--- src/rtl/tholin_mac_pkg.sv ---
// Shared types, default widths and sizing helpers for the Tholin MAC back end.
package tholin_mac_pkg;

  typedef enum logic [1:0] {
    IDLE  = 2'd0,
    ACCUM = 2'd1,
    HOLD  = 2'd2
  } state_e;

  localparam int DEF_PROD_W   = 8;
  localparam int DEF_ACC_W    = 16;
  localparam int DEF_N_TERMS  = 4;
  localparam int DEF_CNT_W    = 4;
  localparam bit DEF_SATURATE = 1'b1;

  function automatic int calc_nb(input int acc_w);
    return (acc_w + 7) / 8;
  endfunction

  function automatic int calc_sel_w(input int nb);
    return (nb > 1) ? $clog2(nb) : 1;
  endfunction

endpackage

--- src/rtl/tholin_sat_add.sv ---
// Accumulator adder: a + zero-extended b, with carry out and optional clamp to all-ones.
module tholin_sat_add #(
  parameter int ACC_W    = 16,
  parameter int PROD_W   = 8,
  parameter bit SATURATE = 1'b1
) (
  input  logic [ACC_W-1:0]  a_i,
  input  logic [PROD_W-1:0] b_i,
  output logic [ACC_W-1:0]  sum_o,
  output logic              carry_o
);

  logic [ACC_W:0] full_s;

  assign full_s  = {1'b0, a_i} + (ACC_W+1)'(b_i);
  assign carry_o = full_s[ACC_W];
  assign sum_o   = (SATURATE && carry_o) ? {ACC_W{1'b1}} : full_s[ACC_W-1:0];

endmodule

--- src/rtl/tt2_tholin_mac_accum.sv ---
// Sums N_TERMS products, then holds the result behind a valid/ready handshake
// with a byte-wide readout mux for the 8-bit user output bus.
module tt2_tholin_mac_accum
  import tholin_mac_pkg::*;
#(
  parameter int PROD_W   = DEF_PROD_W,
  parameter int ACC_W    = DEF_ACC_W,
  parameter int N_TERMS  = DEF_N_TERMS,
  parameter int CNT_W    = DEF_CNT_W,
  parameter bit SATURATE = DEF_SATURATE,
  localparam int NB      = calc_nb(ACC_W),
  localparam int SEL_W   = calc_sel_w(NB)
) (
  input  logic              clk,
  input  logic              reset,
  input  logic [PROD_W-1:0] prod,
  input  logic              in_valid,
  output logic              in_ready,
  input  logic              clear,
  output logic              out_valid,
  input  logic              out_ready,
  input  logic [SEL_W-1:0]  byte_sel,
  output logic [7:0]        out_byte,
  output logic              ovf,
  output logic              busy
);

  state_e              state_q, state_d;
  logic [ACC_W-1:0]    acc_q, acc_d;
  logic [CNT_W-1:0]    cnt_q, cnt_d;
  logic [ACC_W-1:0]    result_q, result_d;
  logic                out_valid_q, out_valid_d;
  logic                ovf_q, ovf_d;

  logic                accept_s;
  logic                last_s;
  logic [ACC_W-1:0]    sum_s;
  logic                carry_s;
  logic [8*NB-1:0]     result_pad_s;
  logic [7:0]          out_byte_s;

  tholin_sat_add #(
    .ACC_W   (ACC_W),
    .PROD_W  (PROD_W),
    .SATURATE(SATURATE)
  ) u_add (
    .a_i    (acc_q),
    .b_i    (prod),
    .sum_o  (sum_s),
    .carry_o(carry_s)
  );

  assign in_ready = (state_q != HOLD);
  assign accept_s = in_valid & in_ready;
  // With a single term every accept in IDLE is also the final one.
  assign last_s   = (N_TERMS == 1) ? (state_q == IDLE)
                                   : ((state_q == ACCUM) && (cnt_q == CNT_W'(N_TERMS - 1)));

  // Next-state logic: clear overrides the FSM, HOLD waits for the consumer.
  always_comb begin
    state_d     = state_q;
    acc_d       = acc_q;
    cnt_d       = cnt_q;
    result_d    = result_q;
    out_valid_d = out_valid_q;
    ovf_d       = ovf_q;
    if (clear) begin
      state_d     = IDLE;
      acc_d       = {ACC_W{1'b0}};
      cnt_d       = {CNT_W{1'b0}};
      out_valid_d = 1'b0;
      ovf_d       = 1'b0;
    end else begin
      case (state_q)
        IDLE, ACCUM: begin
          if (accept_s) begin
            ovf_d = ovf_q | carry_s;
            if (last_s) begin
              result_d    = sum_s;
              out_valid_d = 1'b1;
              acc_d       = {ACC_W{1'b0}};
              cnt_d       = {CNT_W{1'b0}};
              state_d     = HOLD;
            end else begin
              acc_d   = sum_s;
              cnt_d   = cnt_q + CNT_W'(1);
              state_d = ACCUM;
            end
          end else begin
            state_d = state_q;
          end
        end
        HOLD: begin
          if (out_valid_q && out_ready) begin
            state_d     = IDLE;
            out_valid_d = 1'b0;
            ovf_d       = 1'b0;
          end else begin
            state_d = HOLD;
          end
        end
        default: begin
          state_d     = IDLE;
          acc_d       = {ACC_W{1'b0}};
          cnt_d       = {CNT_W{1'b0}};
          out_valid_d = 1'b0;
          ovf_d       = 1'b0;
        end
      endcase
    end
  end

  // State and datapath registers.
  always_ff @(posedge clk or posedge reset) begin
    if (reset) begin
      state_q     <= IDLE;
      acc_q       <= {ACC_W{1'b0}};
      cnt_q       <= {CNT_W{1'b0}};
      result_q    <= {ACC_W{1'b0}};
      out_valid_q <= 1'b0;
      ovf_q       <= 1'b0;
    end else begin
      state_q     <= state_d;
      acc_q       <= acc_d;
      cnt_q       <= cnt_d;
      result_q    <= result_d;
      out_valid_q <= out_valid_d;
      ovf_q       <= ovf_d;
    end
  end

  assign result_pad_s = (8*NB)'(result_q);

  // Byte readout from the result register; selects past the top byte read zero.
  always_comb begin
    out_byte_s = 8'h00;
    for (int i = 0; i < NB; i++) begin
      out_byte_s = (byte_sel == SEL_W'(i)) ? result_pad_s[8*i +: 8] : out_byte_s;
    end
  end

  assign out_byte  = out_byte_s;
  assign out_valid = out_valid_q;
  assign ovf       = ovf_q;
  assign busy      = (state_q == ACCUM);

endmodule

--- config.mk ---
export PLATFORM = sky130hd
export DESIGN_NAME = tt2_tholin_mac_accum
export DESIGN_NICKNAME = d
export VERILOG_FILES = /design/src/rtl/tholin_mac_pkg.sv /design/src/rtl/tholin_sat_add.sv /design/src/rtl/tt2_tholin_mac_accum.sv
export SDC_FILE = /design/constraint.sdc
export NUM_CORES = 1
export LEC_CHECK = 0
export CAP_MARGIN = 5
export CORE_MARGIN = 5
export CORE_UTILIZATION = 30
export CTS_CLUSTER_DIAMETER = 200
export DETAILED_ROUTE_END_ITERATION = 7
export GPL_TIMING_DRIVEN = 0
export PLACE_DENSITY = 0.52
export SLEW_MARGIN = 20
export SYNTH_ARGS = -nofsm -noshare
export SYNTH_HDL_FRONTEND = slang
export SYNTH_SLANG_ARGS = --single-unit
--- constraint.sdc ---
create_clock -name clk -period 2.2 [get_ports clk]
set_clock_uncertainty 0.15 [all_clocks]
set_input_delay 0.22 -clock clk [delete_from_list [all_inputs] [get_ports clk]]
set_output_delay 0.22 -clock clk [all_outputs]
set_load 0.05 [all_outputs]
==> impl_metrics.env, run 1 <==
export IMPL_io_buffers=23
export IMPL_track_usage_pct=14.0
export IMPL_regArea_sq_um=1000
export IMPL_setup_violations=18
export IMPL_grt_first_pass_wirelength_microns=11100
export IMPL_multi_input_area_sq_um=1580
export IMPL_synth_fp_nets=280
export IMPL_synth_distinct_cells=48
export IMPL_grt_pass1_vias=2222
export IMPL_worstSetupEndpointType="flop"
export IMPL_worstPathRequired_ns=2.23
export IMPL_rows=32
export IMPL_hp_class="input pin to asynchronous set/reset pin"
export IMPL_ys_seq_elements=40
export IMPL_ir_drop_uv=375
export IMPL_synthArstFlopShare_pct=100
export IMPL_power_leakage_nw=1.35
export IMPL_fillers=799
export IMPL_yosys_area_top_type="dfrtp_1"
export IMPL_tritoncts="built"
export IMPL_drc_errors=0
export IMPL_cp_start_kind="flop"
export IMPL_r2r_cells=8
export IMPL_core_sq_um=7770
export IMPL_violations="negative setup slack"
export IMPL_gp_congestion=0.823
export IMPL_die_x_microns=99.4
export IMPL_cts_hold_buf=0
export IMPL_ys_warn_count=0
export IMPL_antenna_cells=0
export IMPL_final_max_slew_viol_count=0
export IMPL_rsz0062_at_grt="true"
export IMPL_ff2ff_setup_slack_ns=-0.13
export IMPL_relSlewSlack_pct=64.4
export IMPL_grt_max_degree=22
export IMPL_grt_overflow=0
export IMPL_clock_latency_ns=0.29
export IMPL_fin_total_pwr_mw=2.03
export IMPL_dieHeight_microns=99.4
export IMPL_powerDensity_nw_per_um2=605
export IMPL_finalHoldViolCount=0
export IMPL_dp_hpwl_microns=4620
export IMPL_synth_area_per_cell_sq_um=9.36
export IMPL_synthTopCellsByArea="dfrtp_1, o21ai_0, ha_1"
export IMPL_cts_buffer_depth=2
export IMPL_max_freq_mhz=429
export IMPL_synth_edf_count=0
export IMPL_synthFlopType="dfrtp_1"
export IMPL_seq_area_frac_synth_pct=41.8
export IMPL_drive_gt1_share_pct=28.3
export IMPL_htree_levels=2
export IMPL_synthCells=256
export IMPL_vias=2144
export IMPL_synth_area_sq_um=2400
export IMPL_crit_path_max_fanout=6
export IMPL_postRouteAntennaNets=0
export IMPL_area_growth_pct=40.0
export IMPL_wl_microns=6660
export IMPL_first_iter_violations=75
export IMPL_final_instance_count_excl_fill=409
export IMPL_initial_core_util_pct=30.8
export IMPL_path_class="flop to flop"
export IMPL_timing_final_ws_setup_ns=-0.133
export IMPL_dieArea_sq_um=9870
export IMPL_arrival_ns=2.37
export IMPL_tightest_slew_ns=0.533
export IMPL_maxCapViolCount=0
export IMPL_ios=26
export IMPL_cts_made_buffers=5
export IMPL_path_clk_slew_ns=0.08
export IMPL_numPlacedInstances=382
export IMPL_clock_sink_count=40
export IMPL_cts_root_buf="clkbuf_8"
export IMPL_fin_crit_ns=2.33
export IMPL_wl_per_cell_microns=16.3
export IMPL_synth_top_cell_area_share_pct=41.8
export IMPL_dp_slack_ns=-0.578
export IMPL_fin_crit_sh_pct=106
export IMPL_firstDrtPassIters=4
export IMPL_finalNetCount=330
export IMPL_avgViaCountPerCell=5.24
export IMPL_status="complete, but fails checks"
export IMPL_antenna_found_initial=0
[final cells by class]
class,count,area share [%]
clock inverter,2,1.04
tap,102,3.80
inverter,8,0.895
buffer,10,1.72
multi-input combinational,198,47.2
sequential,40,29.8
timing repair buffer,43,13.3
clock buffer,6,2.16
[metal layers]
layer | GRT usage [%] | up-vias | part of all wire (%)
met5 | 0 | - | 0
met4 | 3.05 | 0 | 1.5
met3 | 3.72 | 11 | 3.6
met2 | 22.7 | 33 | 46
met1 | 18.8 | 1059 | 49
li1 | - | 1041 | -
[placed cells by master, fill, tap and decap left out, types with 7 or more instances in the layout]
master            n
a21oi_1          17
buf_4            12
clkdlybuf4s50_1  22
dfrtp_1          40
inv_1             7
mux2_2            9
nand2_1          25
nor2_1           13
o21ai_0          11
o21ai_1          12
o21ai_2           7
[registers in the layout, indices dropped and copies added (netlist names)]
| register | count |
|---|---|
| state_q | 2 |
| acc_q | 16 |
| result_pad_s | 16 |
| ovf | 1 |
| cnt_q | 4 |
| out_valid | 1 |
[cells by family after synthesis]
logic type	count (synthesis)	share of synthesized area, %
DFF	40	41.8
adders and majority gates	10	5.54
buffers and inverters	18	3.29
muxes	14	6.37
and+or+nand+nor	78	16.0
xor gates and xnor gates	6	2.19
AOI/OAI and AO/OA	90	24.9
[stage by stage]
stage	area [sq um]	TNS, ns	utilization (%)	hold slack, ns
6_report	3350	-1.01	43.2	0.128
5_1_grt	3350	-2.93	43.2	0.174
4_1_cts	3150	-1.86	40.5	0.144
3_5_place_dp	2790	-13.65	35.9	0.318
3_3_place_gp	2760	-17.11	35.6	0.310
2_1_floorplan	2410	-0.0320	-	0.136
[synth_stat cells (all sizes together) (2+ instances only)]
cell,count
a31oi,6
o2111ai,2
buf,4
o21ai,30
or3,4
a22o,5
nor2b,4
o2bb2ai,3
o21a,3
inv,8
o211ai,2
a21o,5
a211oi,4
nor2,19
ha,9
xnor2,6
nor3,6
dfrtp,40
nand2,25
a21oi,21
o31ai,2
and3,5
clkbuf,6
nand3,8
mux2i,4
mux2,10
[where the power goes]
part | total, mW | switching, mW | internal, mW | leakage [nW]
sequential | 0.814 | 0.0353 | 0.778 | 0.548
clock | 0.608 | 0.271 | 0.337 | 0.0552
combinational | 0.607 | 0.339 | 0.268 | 0.745
total | 2.03 | 0.645 | 1.38 | 1.35
[critical path: stages (launching register included)]
cell and delay (ns):
dfrtp_1 0.41, ha_4 0.17, fa_2 0.36, a211oi_2 0.23, or3_4 0.17, a21o_1 0.17, buf_6 0.15, o2111ai_4 0.13
mux2_4 0.29
[path summary, 6_finish.rpt]
check	from	end
setup / recovery	acc_q[0]	result_pad_s[6]
hold / removal	reset	acc_q[11]
setup reg to reg	acc_q[0]	result_pad_s[6]
hold reg to reg	result_pad_s[0]	result_pad_s[0]
max in group asynchronous	reset	result_pad_s[13]
min in group clk	in_valid	state_q[0]
[repair_timing]
item                                    4_1_cts  5_1_grt
pin swaps                                    13       17
gates resized for setup                      32       43
buffers inserted                             12        7
endpoints found under the setup margin       30       35
(Power assumes the default switching activity.)
==> run 2, diff against run 1 <==
--- a/config.mk
+++ b/config.mk
@@ -11,6 +11,7 @@
 export CTS_CLUSTER_DIAMETER = 200
 export DETAILED_ROUTE_END_ITERATION = 7
 export GPL_TIMING_DRIVEN = 0
+export MAX_ROUTING_LAYER = met4
 export PLACE_DENSITY = 0.52
 export SLEW_MARGIN = 20
 export SYNTH_ARGS = -nofsm -noshare
==> impl_metrics.env, run 2 (synthesized netlist as in run 1, its figures left out) <==
export IMPL_setup_violations=18
export IMPL_tritoncts="built"
export IMPL_clock_latency_ns=0.29
export IMPL_path_class="flop to flop"
export IMPL_path_cells="ha_4 -> fa_2 -> a211oi_2 -> or3_4 -> a21o_1 -> buf_6 -> o2111ai_4 -> mux2_4"
export IMPL_critical_path_top_delay_family="adder cells"
export IMPL_cts_buffer_depth=2
export IMPL_fin_crit_sh_pct=106
export IMPL_relSlewSlack_pct=64.9
export IMPL_path_clk_slew_ns=0.08
export IMPL_dp_slack_ns=-0.578
export IMPL_finalHoldViolCount=0
export IMPL_ios=26
export IMPL_wl_microns=6670
export IMPL_drive_gt1_share_pct=28.3
export IMPL_grt_overflow=0
export IMPL_rows=32
export IMPL_htree_levels=2
export IMPL_fin_hold_ws_ns=0.128
export IMPL_io_buffers=23
export IMPL_grt_max_degree=22
export IMPL_antenna_found_initial=0
export IMPL_dieHeight_microns=99.4
export IMPL_final_common_cell="dfrtp_1"
export IMPL_worst_path_largest_cell_delay_ns=0.41
export IMPL_wl_per_cell_microns=16.3
export IMPL_firstDrtPassIters=4
export IMPL_core_sq_um=7770
export IMPL_powerDensity_nw_per_um2=605
export IMPL_avgViaCountPerCell=5.26
export IMPL_finalNetCount=330
export IMPL_final_cell_mix="dfrtp_1, nand2_1, clkdlybuf4s50_1, a21oi_1, nor2_1"
export IMPL_first_iter_violations=83
export IMPL_drc_errors=0
export IMPL_fin_total_pwr_mw=2.03
export IMPL_crit_path_max_fanout=6
export IMPL_grt_first_pass_wirelength_microns=11100
export IMPL_antenna_cells=0
export IMPL_power_leakage_nw=1.35
export IMPL_gp_congestion=0.835
export IMPL_vias=2153
export IMPL_postRouteAntennaNets=0
export IMPL_grt_pass1_vias=2221
export IMPL_initial_core_util_pct=30.8
export IMPL_status="complete, but fails checks"
export IMPL_die_x_microns=99.4
export IMPL_ir_drop_uv=375
export IMPL_dp_hpwl_microns=4620
export IMPL_cp_start_kind="flop"
export IMPL_clock_sink_count=40
export IMPL_dieArea_sq_um=9870
export IMPL_final_max_slew_viol_count=0
export IMPL_cts_made_buffers=5
export IMPL_crit_buf_inv=1
export IMPL_violations="negative setup slack"
export IMPL_tightest_slew_ns=0.526
export IMPL_arrival_ns=2.36
export IMPL_cp_slowest_cell="dfrtp_1"
export IMPL_hp_class="input pin to asynchronous set/reset pin"
export IMPL_max_freq_mhz=429
export IMPL_worstSetupEndpointType="flop"
export IMPL_maxCapViolCount=0
export IMPL_worstPathRequired_ns=2.23
export IMPL_timing_final_ws_setup_ns=-0.129
export IMPL_rsz0062_at_grt="true"
export IMPL_fin_crit_ns=2.33
export IMPL_area_growth_pct=40.0
export IMPL_cts_root_buf="clkbuf_8"
export IMPL_track_usage_pct=14.3
run 2: metal layers:
| metal | global-route usage [%] | routed length (microns) |
|---|---|---|
| met5 | - | 0 |
| met4 | 3.36 | 88 |
| met3 | 3.02 | 239 |
| met2 | 22.7 | 3090 |
| met1 | 18.8 | 3250 |
run 2: final cells by class:
type,instances,area (sq um)
multi-input cells,198,1580
inverters,8,30.0
plain buffers,10,57.6
flip-flops and latches,40,1000
well taps,102,128
clock buffers,6,72.6
fillers,799,4410
repair buffers,43,447
clock inverters,2,35.0
run 2: path summary, 6_finish.rpt:
path	endpoint	slack [ns]	startpoint	cells after the start
setup / recovery	result_pad_s[6]	-0.13	acc_q[0]	8
hold / removal	acc_q[11]	0.13	reset	2
setup reg to reg	result_pad_s[6]	-0.13	acc_q[0]	8
hold reg to reg	result_pad_s[0]	0.34	result_pad_s[0]	2
max in group asynchronous	result_pad_s[13]	1.30	reset	3
min in group clk	state_q[0]	0.23	in_valid	2
run 2: report_power, final:
| part | total (mW) | internal, mW | switching, mW |
|---|---|---|---|
| clock | 0.608 | 0.337 | 0.271 |
| combinational | 0.607 | 0.268 | 0.339 |
| sequential | 0.814 | 0.778 | 0.0353 |
run 2: through the flow:
stage,cells,util (%),TNS [ns],instance area [sq um]
final,409,43.2,-0.996,3350
after global routing,409,43.2,-2.94,3350
after CTS,402,40.5,-1.86,3150
after detailed placement,382,35.9,-13.65,2790
after global placement,381,35.6,-17.11,2760
after floorplan,256,-,-0.0320,2410
run 2: what timing repair did:
item	4_1_cts	5_1_grt
pin swaps	13	17
hold buffers	0	0
setup buffers	12	7
endpoints found under the setup margin	30	35
gates resized for setup	32	43
